File: config.mk
export PLATFORM = sky130hd
export DESIGN_NAME = bin_level_sensor
export DESIGN_NICKNAME = d
export VERILOG_FILES = /design/src/rtl/bin_level_sensor.sv
export SDC_FILE = /design/constraint.sdc
export NUM_CORES = 1
export LEC_CHECK = 0
export CAP_MARGIN = 20
export CORE_MARGIN = 5
export CORE_UTILIZATION = 66
export DETAILED_ROUTE_END_ITERATION = 10
export PLACE_DENSITY = 0.87
export SYNTH_ARGS = -nofsm -noshare
export SYNTH_HDL_FRONTEND = slang
export SYNTH_SLANG_ARGS = --single-unit
File: constraint.sdc
create_clock -name clk -period 11.59 [get_ports clk]
set_input_delay 2.318 -clock clk [delete_from_list [all_inputs] [get_ports clk]]
set_output_delay 2.318 -clock clk [all_outputs]
set_load 0.05 [all_outputs]
File: src/rtl/bin_level_sensor.sv
// bin_level_sensor: ultrasonic ranger front end for one bin.
// Fires a trigger pulse, times the synchronized echo width in prescaled ticks,
// converts distance to fill capacity (short echo = full) and smooths the result
// with a 4-sample moving average.
// Ports:
//   clk          system clock
//   rst          synchronous active-low reset
//   enable       run periodic measurements while high
//   echo         asynchronous echo input from the ranger
//   trig         trigger pulse to the ranger
//   bin_cap      averaged capacity, 0 = empty, 255 = full
//   cap_valid    one-cycle pulse when bin_cap updates
//   bin_full     high while bin_cap >= FULL_LEVEL
//   sensor_fault sticky timeout flag, cleared by the next good measurement
module bin_level_sensor #(
   parameter int unsigned PRESCALE       = 4,
   parameter int unsigned TRIG_CYCLES    = 10,
   parameter int unsigned TIMEOUT_CYCLES = 2048,
   parameter int unsigned HOLDOFF_CYCLES = 100,
   parameter int unsigned FULL_LEVEL     = 230
) (
   input  logic       clk,
   input  logic       rst,
   input  logic       enable,
   input  logic       echo,
   output logic       trig,
   output logic [7:0] bin_cap,
   output logic       cap_valid,
   output logic       bin_full,
   output logic       sensor_fault
);

   localparam int unsigned CAP_W     = 8;
   localparam int unsigned SUM_W     = 10;
   localparam int unsigned HIST_N    = 4;
   localparam int unsigned CNT_MAX_A = (TIMEOUT_CYCLES > HOLDOFF_CYCLES) ? TIMEOUT_CYCLES : HOLDOFF_CYCLES;
   localparam int unsigned CNT_MAX   = (CNT_MAX_A > TRIG_CYCLES) ? CNT_MAX_A : TRIG_CYCLES;
   localparam int unsigned CNT_W     = $clog2(CNT_MAX + 1);
   localparam int unsigned PRE_W     = (PRESCALE > 1) ? $clog2(PRESCALE) : 1;

   typedef enum logic [2:0] {
      S_IDLE      = 3'd0,
      S_TRIG      = 3'd1,
      S_WAIT_ECHO = 3'd2,
      S_MEASURE   = 3'd3,
      S_DONE      = 3'd4,
      S_HOLDOFF   = 3'd5
   } state_t;

   state_t             state_q, state_d;
   logic [CNT_W-1:0]   cnt_q, cnt_d;
   logic [PRE_W-1:0]   pre_q, pre_d;
   logic [CAP_W-1:0]   ticks_q, ticks_d;
   logic [CAP_W-1:0]   hist_q [HIST_N];
   logic [CAP_W-1:0]   hist_d [HIST_N];
   logic               hist_valid_q, hist_valid_d;
   logic [CAP_W-1:0]   bin_cap_q, bin_cap_d;
   logic               bin_full_q, bin_full_d;
   logic               cap_valid_q, cap_valid_d;
   logic               fault_q, fault_d;
   logic               trig_q, trig_d;
   logic               echo_meta_q, echo_meta_d;
   logic               echo_s_q, echo_s_d;

   // Scratch values for the per-cycle echo count and the averaging update
   logic [PRE_W-1:0]   pre_base, pre_step;
   logic [CAP_W-1:0]   ticks_base, ticks_step;
   logic [CAP_W-1:0]   raw;
   logic [SUM_W-1:0]   sum;

   assign trig         = trig_q;
   assign bin_cap      = bin_cap_q;
   assign cap_valid    = cap_valid_q;
   assign bin_full     = bin_full_q;
   assign sensor_fault = fault_q;

   // Next-state, counters, averaging and outputs
   always_comb begin
      state_d      = state_q;
      cnt_d        = cnt_q;
      pre_d        = pre_q;
      ticks_d      = ticks_q;
      hist_d       = hist_q;
      hist_valid_d = hist_valid_q;
      bin_cap_d    = bin_cap_q;
      bin_full_d   = bin_full_q;
      cap_valid_d  = 1'b0;
      fault_d      = fault_q;
      echo_meta_d  = echo;
      echo_s_d     = echo_meta_q;
      trig_d       = (state_q == S_TRIG);
      raw          = '0;
      sum          = '0;

      // One echo-high cycle of counting; the detecting WAIT_ECHO cycle starts from zero
      pre_base   = (state_q == S_WAIT_ECHO) ? '0 : pre_q;
      ticks_base = (state_q == S_WAIT_ECHO) ? '0 : ticks_q;
      if (pre_base == PRE_W'(PRESCALE - 1)) begin
         pre_step   = '0;
         ticks_step = (ticks_base == 8'hFF) ? 8'hFF : ticks_base + 8'd1;
      end else begin
         pre_step   = pre_base + PRE_W'(1);
         ticks_step = ticks_base;
      end

      case (state_q)
         S_IDLE: begin
            if (enable) begin
               state_d = S_TRIG;
               cnt_d   = '0;
            end
         end
         S_TRIG: begin
            if (cnt_q == CNT_W'(TRIG_CYCLES - 1)) begin
               state_d = S_WAIT_ECHO;
               cnt_d   = '0;
            end else begin
               cnt_d = cnt_q + CNT_W'(1);
            end
         end
         S_WAIT_ECHO: begin
            if (echo_s_q) begin
               state_d = S_MEASURE;
               cnt_d   = '0;
               pre_d   = pre_step;
               ticks_d = ticks_step;
            end else if (cnt_q == CNT_W'(TIMEOUT_CYCLES - 1)) begin
               state_d = S_HOLDOFF;
               cnt_d   = '0;
               fault_d = 1'b1;
            end else begin
               cnt_d = cnt_q + CNT_W'(1);
            end
         end
         S_MEASURE: begin
            if (!echo_s_q) begin
               state_d = S_DONE;
               cnt_d   = '0;
            end else if (cnt_q == CNT_W'(TIMEOUT_CYCLES - 1)) begin
               state_d = S_HOLDOFF;
               cnt_d   = '0;
               fault_d = 1'b1;
            end else begin
               cnt_d   = cnt_q + CNT_W'(1);
               pre_d   = pre_step;
               ticks_d = ticks_step;
            end
         end
         S_DONE: begin
            // Long echo means far surface, i.e. an emptier bin
            raw = 8'hFF - ticks_q;
            if (!hist_valid_q) begin
               for (int i = 0; i < HIST_N; i++) hist_d[i] = raw;
            end else begin
               hist_d[0] = raw;
               for (int i = 1; i < HIST_N; i++) hist_d[i] = hist_q[i-1];
            end
            sum = SUM_W'(hist_d[0]) + SUM_W'(hist_d[1]) + SUM_W'(hist_d[2]) + SUM_W'(hist_d[3]);
            bin_cap_d    = sum[SUM_W-1:2];
            bin_full_d   = (sum[SUM_W-1:2] >= CAP_W'(FULL_LEVEL));
            cap_valid_d  = 1'b1;
            fault_d      = 1'b0;
            hist_valid_d = 1'b1;
            state_d      = S_HOLDOFF;
            cnt_d        = '0;
         end
         S_HOLDOFF: begin
            if (cnt_q == CNT_W'(HOLDOFF_CYCLES - 1)) begin
               state_d = enable ? S_TRIG : S_IDLE;
               cnt_d   = '0;
            end else begin
               cnt_d = cnt_q + CNT_W'(1);
            end
         end
         default: begin
            state_d = S_IDLE;
            cnt_d   = '0;
         end
      endcase
   end

   // State and output registers
   always_ff @(posedge clk) begin
      if (!rst) begin
         state_q      <= S_IDLE;
         cnt_q        <= '0;
         pre_q        <= '0;
         ticks_q      <= '0;
         for (int i = 0; i < HIST_N; i++) hist_q[i] <= '0;
         hist_valid_q <= 1'b0;
         bin_cap_q    <= '0;
         bin_full_q   <= 1'b0;
         cap_valid_q  <= 1'b0;
         fault_q      <= 1'b0;
         trig_q       <= 1'b0;
         echo_meta_q  <= 1'b0;
         echo_s_q     <= 1'b0;
      end else begin
         state_q      <= state_d;
         cnt_q        <= cnt_d;
         pre_q        <= pre_d;
         ticks_q      <= ticks_d;
         for (int i = 0; i < HIST_N; i++) hist_q[i] <= hist_d[i];
         hist_valid_q <= hist_valid_d;
         bin_cap_q    <= bin_cap_d;
         bin_full_q   <= bin_full_d;
         cap_valid_q  <= cap_valid_d;
         fault_q      <= fault_d;
         trig_q       <= trig_d;
         echo_meta_q  <= echo_meta_d;
         echo_s_q     <= echo_s_d;
      end
   end

endmodule

---- Yosys cells after proc, flatten, opt, wreduce, memory -nomap -nowiden ----
Index checks and enable logic that the tools add are counted.
storage, ports and cells
  output and inout port bits .............. 12
  input port bits ......................... 4
  register bits ........................... 64
  logic and storage cells ................. 81
operators by class
  add/subtract/negate cells ............... 7
  reductions and logical operators ........ 6
  eq/ne operators ......................... 17
  multiplexer cells ....................... 35
  magnitude comparators ................... 1
operators by type and width
  operator               count
  $mux 12                6
  $pmux 12 s5            1
  $mux 8                 6
  $mux 32                1
  $mux 24                1
  $mux 3                 6
  $pmux 3 s6             1
  $pmux 8 s2             1
  $add 12x1->12 const B  1
  $eq 12x11->1 const B   1
  $eq 12x4->1 const B    1
  $eq 12x7->1 const B    1
  $ne 2x2->1 const B     6
  $add 10x8->10          1
  $add 9x8->10           1
  $mux 2                 5
  $add 8x8->9            1
  $add 8x1->8 const B    1
  $eq 8x8->1 const B     1
  $ge 8x8->1 const B     1
  $sub 8x8->8 const A    1
  $eq 3x2->1 const B     2
  $eq 3x3->1 const B     2
  $reduce_and 3->1       2
  other kinds (11)       15

---- Longest topological paths before layout ----
Gate-level depths: netlist of run 1.
  depth in word-level cells ............... 8
  gate-level depth with buffers ........... 14
  depth with buffers taken out ............ 14

---- Worst setup path after synthesis of run 1 ----
No wires, ideal clock.
  kind .................................... reg-to-reg
  start ................................... register hist_valid_q
  end ..................................... register bin_full_q, in the netlist bin_full
  period minus slack after synthesis ...... 3.658 ns
  required time ........................... 11.533 ns
  data arrival time ....................... 3.601 ns
  stages on the path, launching flop included .. 14
  buffers on the path ..................... 1
  setup slack ............................. 7.932 ns
  library setup time ...................... 0.057 ns
  cells stage by stage .................... dfxtp_1 -> clkinv_1 -> clkbuf_1 -> o21ai_0 -> fa_1 -> fa_1 -> inv_1 -> ha_1 -> nor2b_1 -> o31a_1 -> o31a_1 -> a211oi_1 -> and4b_1 -> a31o_2
between the ends
  word-level cells in the longest chain between the ends .. 6
ends and longest elaborated chain
  what                    line  RTL
  start, declared         56    logic hist_valid_q, hist_valid_d;
  start signal, assigned  204   hist_valid_q <= hist_valid_d;
  $mux 24 *               152   if (!hist_valid_q) begin
  $mux 32 *               106   case (state_q)
  $add 8x8->9             158   sum = SUM_W'(hist_d[0]) + SUM_W'(hist_d[1]) + SUM_W'(hist_d[2]) + SUM_W'(hist_d[3]);
  $add 9x8->10            158
  $add 10x8->10 *         158
  $ge 8x8->1 *            160   bin_full_d = (sum[SUM_W-1:2] >= CAP_W'(FULL_LEVEL));
  end signal, assigned    206   bin_full_q <= bin_full_d;
  end, declared           58    logic bin_full_q, bin_full_d;
Mark *: on every way between the ends. The rest lies on a longest branch, timed or not. The select of a mux whose other input is x is not followed.
A chain may end at the register's enable or synchronous reset.

---- Final worst setup path of run 1 ----
Ends and elaborated chain as after synthesis.

==> results.md, run 1 <==
* FMAX at 225.0 MHz
* Fill cells at 389
* Pre-CTS WS at 7.226 ns
* Post-layout worst setup margin at 7.147 ns
* IO Pins at 16
* Total Neg Setup Slack at 0 ns
* Syn nets at 487
* Max-slew violations at 0
* Worst hold-check path type: reg -> reg
* Hold-fix buffers at CTS at 0
* Crit path buf inv count at 2
* Final worst-path cycle share at 38.34%
* Number of synthesized register bits at 64
* RSZ-0062 raised after global routing: false
* Worst-path fanout max at 27
* Post-CTS Setup Bufs at 0
* Worst Path Required at 11.88 ns
* Area taken by multi-input logic gates at 2287 sq um
* Largest net degree at the start of global routing at 52
* Post-route minimum period at 4.444 ns
* Async SR Flop Fraction at 0%
* Synth-to-layout area growth at 10.33%
* Synthesized instance count at 456
* Grt total ovfl at 0
* Vias per cell at 6.272
* Static Leakage at 1.627 nW
* Initial Utilization at 68.02%
* Wire per inst at 16.03 microns
* Sequential share of the synthesized area at 34.00%
* Fin. Hold Viols at 0
* Num rows at 27
* First-pass GRT wire length at 14680 microns
* Crit path cell chain: clkinv_1 -> o21ai_0 -> fa_1 -> fa_1 -> inv_1 -> ha_1 -> nor2b_1 -> o31a_1 -> o31a_1 -> a211oi_1 -> and4b_1 -> a31o_2
* Hold Crit Depth at 1
* Post-synth EDFFs at 0
* Top_reg_cell synth: dfxtp_1
* Ant diodes at 0
* Cell count along the critical path at 12
* Port buffer count at 15
* Startpoint types: register
* Inserted Clock Buffers at 9
* R2r worst-path depth at 12
* Avg Synthesized Cell Area at 8.265 sq um
* Max Cap Viol at 0
* Post-synthesis instance area at 3769 sq um
* Setup Skew at 0.009020 ns
* Netlist cell types at 58
* CP max-delay cell: clkinv_1
* GRT Resource Usage Total at 24.93%
* DP Wirelength at 5901 microns
* Antenna violations before repair at 0
* PD cells at 109.4 nW/um^2
* Vias in the first global route at 3195
* Core area at 5540 sq um
* Slew headroom at 29.88%
* Die Wd at 85.57 microns
* Layout cells sized above 1 at 6.452%
* CTS sink count at 64
* CTS resizes at 0
* Insertion delay to the later sink of the worst-skew pair at 0.35 ns
* Root Driver: clkbuf_8
* Crit path kind: reg -> reg
* Drt initial violations at 221
* CTS tree: done
* # DRC at 0
* Crit end category: register
* Final WL at 8610 microns
* Clock-pin slew on the worst setup and hold paths at 0.07 ns
* Cell family with most CP delay: compound AO/OA/AOI/OAI gates
* Routed vias at 3368
* Least-Margin Pin Slew at 1.052 ns
* Status: completed
* Slowest stage delay, CP at 0.54 ns
* Chip height at 85.57 microns
* Final nets at 492
* Maximum clock insertion buffer count at 2
* Post-route ant nets at 0
* Gp weighted congestion at 0.8517
* H-tree depth at 3
* Final setup fails at 0
* DR pass1 iterations at 4
* Register Area at 1281 sq um
* Yosys warning total at 0
* WP data arrival at 4.73 ns
* Die area at 7321 sq um
* Maximum vdd drop at 106.3 uV
-- metal layers --
| metal | routed length [microns] | global-route usage [%] | up-vias |
|---|---|---|---|
| met1 | 3597 | 30.22 | 1590 |
| met3 | 459 | 5.668 | 30 |
| li1 | - | - | 1613 |
| met2 | 4308 | 42.30 | 135 |
| met4 | 245 | 10.94 | 0 |
| met5 | 0 | 0 | - |
-- report_power, final --
| part | switching [mW] | internal [mW] |
|---|---|---|
| combinational | 0.0101 | 0.00597 |
| clock | 0.0836 | 0.131 |
| sequential | 0.00230 | 0.221 |
-- cell usage after synthesis (4+ instances only) --
| library cell | instances | share of area [%] |
|---|---|---|
| nand2_1 | 71 | 7.1 |
| dfxtp_1 | 64 | 34 |
| o21ai_0 | 49 | 6.5 |
| a21oi_1 | 30 | 4.0 |
| inv_1 | 24 | 2.4 |
| nor2_1 | 21 | 2.1 |
| clkbuf_1 | 18 | 1.8 |
| nand3_1 | 18 | 2.4 |
| fa_1 | 16 | 8.5 |
| and2_1 | 14 | 2.3 |
| a21boi_0 | 12 | 2.4 |
| a31oi_1 | 12 | 2.0 |
| ha_1 | 11 | 3.7 |
| nor2b_1 | 8 | 1.3 |
| o211a_1 | 8 | 2.1 |
| o21a_1 | 6 | 1.2 |
| and3_1 | 5 | 0.83 |
| nand2b_1 | 5 | 0.83 |
| nand4_1 | 5 | 0.83 |
| xnor2_1 | 4 | 0.93 |
-- layout by cell type (no fill, tap or decap), drive strengths merged, types with 8 or more instances in the layout --
| cell type | netlist | routed |
|---|---|---|
| a21boi | 14 | 14 |
| a21oi | 31 | 31 |
| a31oi | 12 | 12 |
| and2 | 15 | 15 |
| clkbuf | 19 | 12 |
| clkdlybuf4s50 | 0 | 15 |
| dfxtp | 64 | 64 |
| fa | 16 | 16 |
| ha | 11 | 11 |
| inv | 24 | 24 |
| nand2 | 71 | 71 |
| nand3 | 18 | 18 |
| nor2 | 21 | 21 |
| nor2b | 8 | 8 |
| o211a | 8 | 8 |
| o21ai | 50 | 50 |
-- state kept, by name, summed over array words and instances, names as in the netlist --
register      count
sensor_fault      1
pre_q             2
hist_valid_q      1
echo_meta_q       1
bin_cap           8
cap_valid         1
ticks_q           8
bin_full          1
cnt_q            12
hist_q           24
echo_s_q          1
trig              1
state_q           3
-- kinds of logic (layout without fill, tap and decap cells) --
kind of cell / after synthesis / count (layout) / synth area share [%]
AND/OR/NAND/NOR: 171 / 171 / 23.47
AO/OA/AOI/OAI: 138 / 138 / 23.11
flip-flops: 64 / 64 / 34.00
buffers and inverters: 48 / 57 / 5.312
adder cells (fa/ha/maj): 27 / 27 / 12.15
XOR/XNOR: 6 / 6 / 1.394
multiplexers: 2 / 2 / 0.5644
-- path summary, 6_finish.rpt --
path | end | from | slack [ns]
worst max register to register | bin_full | hist_valid_q | 7.15
worst min-delay path | echo_s_q | echo_meta_q | 0.43
worst max-delay path | bin_full | hist_valid_q | 7.15
worst min register to register | echo_s_q | echo_meta_q | 0.43
-- cell type report --
| class | count | share of cell area [%] |
|---|---|---|
| clock inverters | 3 | 1.565 |
| well taps | 72 | 2.167 |
| inverters | 25 | 2.257 |
| flip-flops and latches | 64 | 30.82 |
| repair buffers | 17 | 4.454 |
| multi-input cells | 344 | 55.01 |
| clock buffers | 12 | 3.732 |
-- per-stage QoR --
| stage | cell area [sq um] | std cells | hold slack, ns | util [%] | power [mW] |
|---|---|---|---|---|---|
| 3_5_place_dp | 3910 | 521 | 0.4212 | 70.57 | 0.2443 |
| 2_1_floorplan | 3769 | 456 | 0.4119 | - | 0.2398 |
| 3_3_place_gp | 3910 | 521 | 0.4137 | 70.57 | 0.2436 |
| 5_1_grt | 4158 | 537 | 0.4479 | 75.05 | 0.4699 |
| 6_report | 4158 | 537 | 0.4346 | 75.05 | 0.4547 |
| 4_1_cts | 4130 | 536 | 0.4358 | 74.55 | 0.4559 |
Note: power is estimated with default switching activity, not from simulation.
==> run 2: changes to the inputs <==
Settings changed: CORE_UTILIZATION 66 to 55, PLACE_DENSITY 0.87 to 0.77.
Clock period 11.59 ns to 4 ns, I/O delays scaled along.
==> run 2 against run 1 <==
  * Largest power group unchanged
  * Worst setup slack lost 6.9 ns
  * Critical path type unchanged
  * Routed wire length shrank 6.7%
  * Register-to-register slack lost 6.9 ns
  * Worst hold slack lost 0.0066 ns
  * Global-route usage shrank 5.3 points
  * Maximum frequency grew 18%
==> results.md, run 2 (same netlist as run 1, synthesis figures left out) <==
* Status: completed
* Worst-path fanout max at 27 (unchanged)
* Vias per cell at 5.865 (-6.5%)
* Num rows at 30 (+11%)
* Initial Utilization at 56.09% (-12 points)
* Least-Margin Pin Slew at 1.059 ns (+0.007179 ns)
* # DRC at 0 (unchanged)
* H-tree depth at 3 (unchanged)
* Max FFs per register at 24 (unchanged)
* Layout cells sized above 1 at 7.447% (+1.0 points)
* Die Wd at 92.78 microns (+8.4%)
* Inserted Clock Buffers at 9 (unchanged)
* Gp weighted congestion at 0.8287 (-2.7%)
* Total Neg Setup Slack at 0 ns (unchanged)
* DR pass1 iterations at 6 (+2)
* Post-route minimum period at 3.751 ns (-0.6924 ns)
* Sequential Power Share at 49.7% (+0.5 points)
* Final nets at 496 (+0.81%)
* Wire per inst at 14.61 microns (-8.9%)
* Combinational Power Share at 3.6% (about the same)
* Maximum clock insertion buffer count at 2 (unchanged)
* Worst Path Required at 4.29 ns (-7.59 ns)
* Drt initial violations at 140 (-37%)
* Worst hold-check path type: reg -> reg
* Synth-to-layout area growth at 10.86%
* Die area at 8607 sq um (+18%)
* DP Wirelength at 5605 microns (-5.0%)
* Grt total ovfl at 0 (unchanged)
* R2r worst-path depth at 15 (+3)
* Hold-fix buffers at CTS at 0 (unchanged)
* Register with the most flip-flops: hist_q
* Root Driver: clkbuf_8
* Maximum vdd drop at 204.5 uV (+92%)
* Pre-CTS WS at 0.2363 ns (-6.990 ns)
* Crit end category: register
* Post-layout worst setup margin at 0.2489 ns (-6.898 ns)
* Max Cap Viol at 0 (unchanged)
* Insertion delay to the later sink of the worst-skew pair at 0.34 ns (about the same)
* IO Pins at 16 (unchanged)
* R2R setup slack at 0.25 ns (-6.90 ns)
* Slew headroom at 29.40% (-0.48 points)
* Crit path kind: reg -> reg
* Clk pwr share at 46.7% (-0.6 points)
* CTS sink count at 64 (unchanged)
* Largest net degree at the start of global routing at 51 (-1.9%)
* Most frequent cells in the layout: nand2_1, dfxtp_1, o21ai_0, a21oi_1, inv_1
* R2R Path Start: hist_valid_q
* Setup Skew at 0.007308 ns (-0.001712 ns)
* CTS tree: done
* Final WL at 8034 microns (-6.7%)
* Switch Pwr at 278.7 uW (+190%)
* Fin. Hold Viols at 0 (unchanged)
* Core area at 6719 sq um (+21%)
* Vias in the first global route at 2859 (-11%)
* Post-CTS Setup Bufs at 0 (unchanged)
* Reg-to-reg endpoint: bin_full
* Max-slew violations at 0 (unchanged)
* Final worst-path cycle share at 93.78% (+55 points)
* GRT Resource Usage Total at 19.60% (-5.3 points)
* Final setup fails at 0 (unchanged)
* Port buffer count at 15 (unchanged)
* Ant diodes at 0 (unchanged)
* First-pass GRT wire length at 13480 microns (-8.1%)
* Internal at 1.026 mW (+190%)
* Chip height at 92.78 microns (+8.4%)
* Sw Ratio at 21.36% (+0.24 points)
* Startpoint types: register
* WP data arrival at 4.04 ns (-0.69 ns)
* Static Leakage at 1.635 nW (+0.46%)
* Setup crit start: hist_valid_q
* Routed vias at 3226 (-4.2%)
* Most common cell after layout, fill and taps aside: nand2_1
* FMAX at 266.6 MHz (+18%)
* RSZ-0062 raised after global routing: false
* PD cells at 312.4 nW/um^2 (+190%)
* Post-route ant nets at 0 (unchanged)
* Clock-pin slew on the worst setup and hold paths at 0.07 ns (about the same)
* Largest regs: hist_q (24), cnt_q (12)
* Antenna violations before repair at 0 (unchanged)
* Setup crit end: bin_full
==> run 2: cell types whose count changed in the layout (fill, tap and decap cells not counted) <==
cell / before / now
clkbuf_8: 11 / 10
a211oi_2: 0 / 1
clkbuf_1: 1 / 3
a211oi_1: 3 / 2
dfxtp_2: 0 / 1
dfxtp_1: 64 / 63
buf_16: 1 / 0
buf_4: 1 / 6
==> run 2: cell type report <==
| type | count | area (sq um) |
|---|---|---|
| multi-input combinational | 344 | 2292 |
| timing repair buffer | 21 | 195.2 |
| inverter | 25 | 93.84 |
| fill | 575 | 2541 |
| clock buffer | 13 | 148.9 |
| tap | 80 | 100.1 |
| clock inverter | 3 | 65.06 |
| sequential | 64 | 1282 |
==> run 2: worst max-delay path, stage by stage, from the launching register on <==
cell	delay (ns)
dfxtp_2	0.38
clkinv_1	0.08
buf_4	0.21
nand2_1	0.12
o21ai_0	0.17
fa_1	0.54
inv_1	0.05
fa_1	0.52
nand4b_1	0.12
fa_1	0.42
nor2b_1	0.17
o31a_1	0.18
o21ai_0	0.13
a211oi_2	0.25
and4b_1	0.22
a31o_2	0.15
==> run 2: through the flow <==
step / cells / hold slack, ns / total power [mW] / cell area (sq um) / util, %
finish: 550 / 0.4281 / 1.305 / 4178 / 62.18
detailed placement: 534 / 0.4187 / 0.7090 / 3958 / 58.90
floorplan: 456 / 0.4119 / 0.6950 / 3769 / -
global route: 550 / 0.4444 / 1.356 / 4178 / 62.18
global placement: 534 / 0.4166 / 0.7072 / 3958 / 58.90
CTS: 550 / 0.4329 / 1.320 / 4172 / 62.09
==> run 2: worst min path at each step <==
stage / startpoint / endpoint / slack, ns / cells past startpoint
finish: echo_meta_q / echo_s_q / 0.43 / 1
CTS: echo_meta_q / echo_s_q / 0.43 / 1
global placement: echo_meta_q / echo_s_q / 0.42 / 1
detailed placement: echo_meta_q / echo_s_q / 0.42 / 1
floorplan: echo_meta_q / echo_s_q / 0.41 / 1
global route: echo_meta_q / echo_s_q / 0.44 / 1
==> run 2: per-layer routing <==
layer	GRT usage (%)	share of wire, %
met1	26.55	48
met4	7.692	2.0
met3	4.062	4.7
met5	0	0
met2	30.53	46
==> run 2: what timing repair did <==
item                                   4_1_cts  5_1_grt
setup endpoints to repair                    0        1
gates resized for setup                      0        2
endpoints found under the hold margin        0        0
==> run 2: power by group through the flow <==
stage	registers, mW	logic (mW)	clock network (mW)
global route	0.648	0.0510	0.656
global placement	0.662	0.0453	0
finish	0.648	0.0466	0.610
floorplan	0.661	0.0338	0
CTS	0.648	0.0468	0.625
detailed placement	0.663	0.0464	0
==> run 3: changes to the inputs <==
Settings changed: CORE_UTILIZATION 55 to 66, CTS_CLUSTER_DIAMETER set to 120, PLACE_DENSITY 0.77 to 0.87.
Clock period 4 ns to 4.45 ns, I/O delays scaled along.
==> run 3 against run 2 <==
  * Clock-buffer cell count decreased by 4
  * Non-clock buffer count is 3 lower
  * Sequential share of layout area about the same
  * Maximum frequency fell by 9.8%
  * Final cell count fell by 2.0%
  * Clock skew is 0.0013 ns higher
  * Critical path depth fell by 3
  * Sequential power shrank 10%
  * Core utilization up 13 points
  * Critical path type unchanged
  * Highest routed layer unchanged
==> results.md, run 3 (same netlist as run 1, synthesis figures left out) <==
* Ant diodes at 0 (unchanged)
* DR pass1 iterations at 5 (-1)
* Hold Crit Depth at 1 (unchanged)
* IO Pins at 16 (unchanged)
* Layout Cells excl Fill at 539 (-2.0%)
* Startpoint types: register
* DP Wirelength at 5855 microns (+4.5%)
* Root Driver: clkbuf_8
* Most common cell after layout, fill and taps aside: nand2_1
* CP max-delay cell: fa_1
* Wire per inst at 16.09 microns (+10%)
* # DRC at 0 (unchanged)
* Post-CTS Setup Bufs at 0 (unchanged)
* Vias in the first global route at 3205 (+12%)
* Drt initial violations at 210 (+50%)
* CTS sink count at 64 (unchanged)
* Least-Margin Pin Slew at 1.059 ns (-0.00009304 ns)
* Min Hold Slack at 0.4425 ns (+0.01444 ns)
* Static Leakage at 1.632 nW (-0.19%)
* Clock-pin slew on the worst setup and hold paths at 0.08 ns (about the same)
* Worst hold-check path type: reg -> reg
* Crit path kind: reg -> reg
* Port buffer count at 15 (unchanged)
* Switch Pwr at 285.2 uW (+2.3%)
* FMAX at 240.3 MHz (-9.8%)
* Layout cells sized above 1 at 7.281% (-0.17 points)
* Worst-path fanout max at 27 (unchanged)
* Initial Utilization at 68.02% (+12 points)
* Register with the most flip-flops: hist_q
* Routed vias at 3408 (+5.6%)
* Largest regs: hist_q (24), cnt_q (12)
* Crit path cell chain: clkinvlp_4 -> o21ai_0 -> fa_1 -> fa_1 -> inv_1 -> ha_1 -> nor2b_1 -> o31a_1 -> o31a_1 -> a211oi_1 -> and4b_1 -> a31o_2
* Overall power at 1.198 mW (-8.2%)
* Die area at 7321 sq um (-15%)
* Max FFs per register at 24 (unchanged)
* Final setup fails at 0 (unchanged)
* Maximum clock insertion buffer count at 2 (unchanged)
* Fin. Hold Viols at 0 (unchanged)
* Insertion delay to the later sink of the worst-skew pair at 0.35 ns (about the same)
* Inserted Clock Buffers at 9 (unchanged)
* Vias per cell at 6.323 (+7.8%)
* Combinational Power Share at 3.5% (about the same)
* RSZ-0062 raised after global routing: false
* Most frequent cells in the layout: nand2_1, dfxtp_1, o21ai_0, a21oi_1, inv_1
* Design area at 4178 sq um (unchanged)
* H-tree depth at 3 (unchanged)
* R2R Path Start: hist_valid_q
* R2r worst-path depth at 12 (-3)
* Utilization after layout at 75.41% (+13 points)
* Max Cap Viol at 0 (unchanged)
* Num rows at 27 (-10%)
* Sw Ratio at 23.80% (+2.4 points)
* Crit end category: register
* Synth-to-layout area growth at 10.86% (unchanged)
* Chip height at 85.57 microns (-7.8%)
* R2R setup slack at 0.29 ns (+0.04 ns)
* Antenna violations before repair at 0 (unchanged)
* Sequential Power Share at 48.6% (-1.1 points)
* Setup crit end: bin_full
* Total Neg Setup Slack at 0 ns (unchanged)
* Slew headroom at 29.41% (about the same)
* Area after DPL at 3918 sq um (-1.0%)
* Inst Count DP at 522 (-2.2%)
* Post-route ant nets at 0 (unchanged)
* CTS tree: done
* Worst Path Required at 4.76 ns (+0.47 ns)
* Core area at 5540 sq um (-18%)
* Slowest stage delay, CP at 0.51 ns (-0.03 ns)
* GRT Resource Usage Total at 25.35% (+5.8 points)
* Setup Skew at 0.008586 ns (+0.001278 ns)
* PD cells at 286.8 nW/um^2 (-8.2%)
* First-pass GRT wire length at 14880 microns (+10%)
* Largest net degree at the start of global routing at 51 (unchanged)
* Clk pwr share at 47.9% (+1.2 points)
* Grt total ovfl at 0 (unchanged)
* Post-route minimum period at 4.161 ns (+0.4095 ns)
* Post-layout worst setup margin at 0.2894 ns (+0.04051 ns)
* Die Wd at 85.57 microns (-7.8%)
* Internal at 913.1 uW (-11%)
* Final worst-path cycle share at 93.50% (-0.28 points)
* WP data arrival at 4.47 ns (+0.43 ns)
* Pre-CTS WS at 0.1936 ns (-0.04268 ns)
* Gp weighted congestion at 0.8243 (-0.53%)
* Status: completed
* Maximum vdd drop at 254.3 uV (+24%)
* Final WL at 8674 microns (+8.0%)
* Max-slew violations at 0 (unchanged)
* Final nets at 493 (-0.60%)
* Reg-to-reg endpoint: bin_full
* Setup crit start: hist_valid_q
-- run 3: cell types whose count changed in the layout (fill, tap and decap cells not counted), sizes merged --
cell / before / now
buf: 6 / 3
clkinv: 2 / 3
inv: 24 / 25
clkbuf: 13 / 9
clkinvlp: 0 / 2
-- run 3: per-layer routing --
metal / up-vias / part of all wire (%) / GRT usage, %
li1: 1615 / - / -
met1: 1621 / 42 / 31.17
met2: 141 / 48 / 41.03
met3: 31 / 6.2 / 5.668
met4: 0 / 3.7 / 14.24
met5: - / 0 / 0
-- run 3: worst min-delay path by stage --
stage | slack, ns | to | startpoint
2_1_floorplan | 0.41 | echo_s_q | echo_meta_q
3_3_place_gp | 0.41 | echo_s_q | echo_meta_q
3_5_place_dp | 0.42 | echo_s_q | echo_meta_q
4_1_cts | 0.44 | echo_s_q | echo_meta_q
5_1_grt | 0.47 | echo_s_q | echo_meta_q
6_report | 0.44 | echo_s_q | echo_meta_q
-- run 3: critical path, delay by kind of cell (launching register included) --
| family | cells | cell delay [ns] |
|---|---|---|
| simple gates | 2 | 0.41 |
| compound gates | 5 | 1.40 |
| flops | 1 | 0.49 |
| buf+inv | 2 | 0.44 |
| fa+ha+maj | 3 | 1.36 |
-- run 3: cell type report --
class                      instances  area (sq um)
inverter                          25         97.59
fill                             406          1363
timing repair buffer              18         192.7
tap                               72         90.09
clock inverter                     7         105.1
multi-input combinational        344          2287
sequential                        64          1281
clock buffer                       9         123.9
-- run 3: power groups by stage --
| stage | clock, mW | sequential (mW) | combinational (mW) |
|---|---|---|---|
| final | 0.574 | 0.582 | 0.0419 |
| after floorplan | 0 | 0.594 | 0.0304 |
| after global placement | 0 | 0.595 | 0.0398 |
| after detailed placement | 0 | 0.595 | 0.0408 |
| after global routing | 0.612 | 0.583 | 0.0465 |
| after CTS | 0.579 | 0.582 | 0.0415 |
-- run 3: what timing repair did --
action                                  4_1_cts  5_1_grt
endpoints found under the setup margin        0        3
hold buffers                                  0        0
endpoints found under the hold margin         0        0
gates resized for setup                       0        1
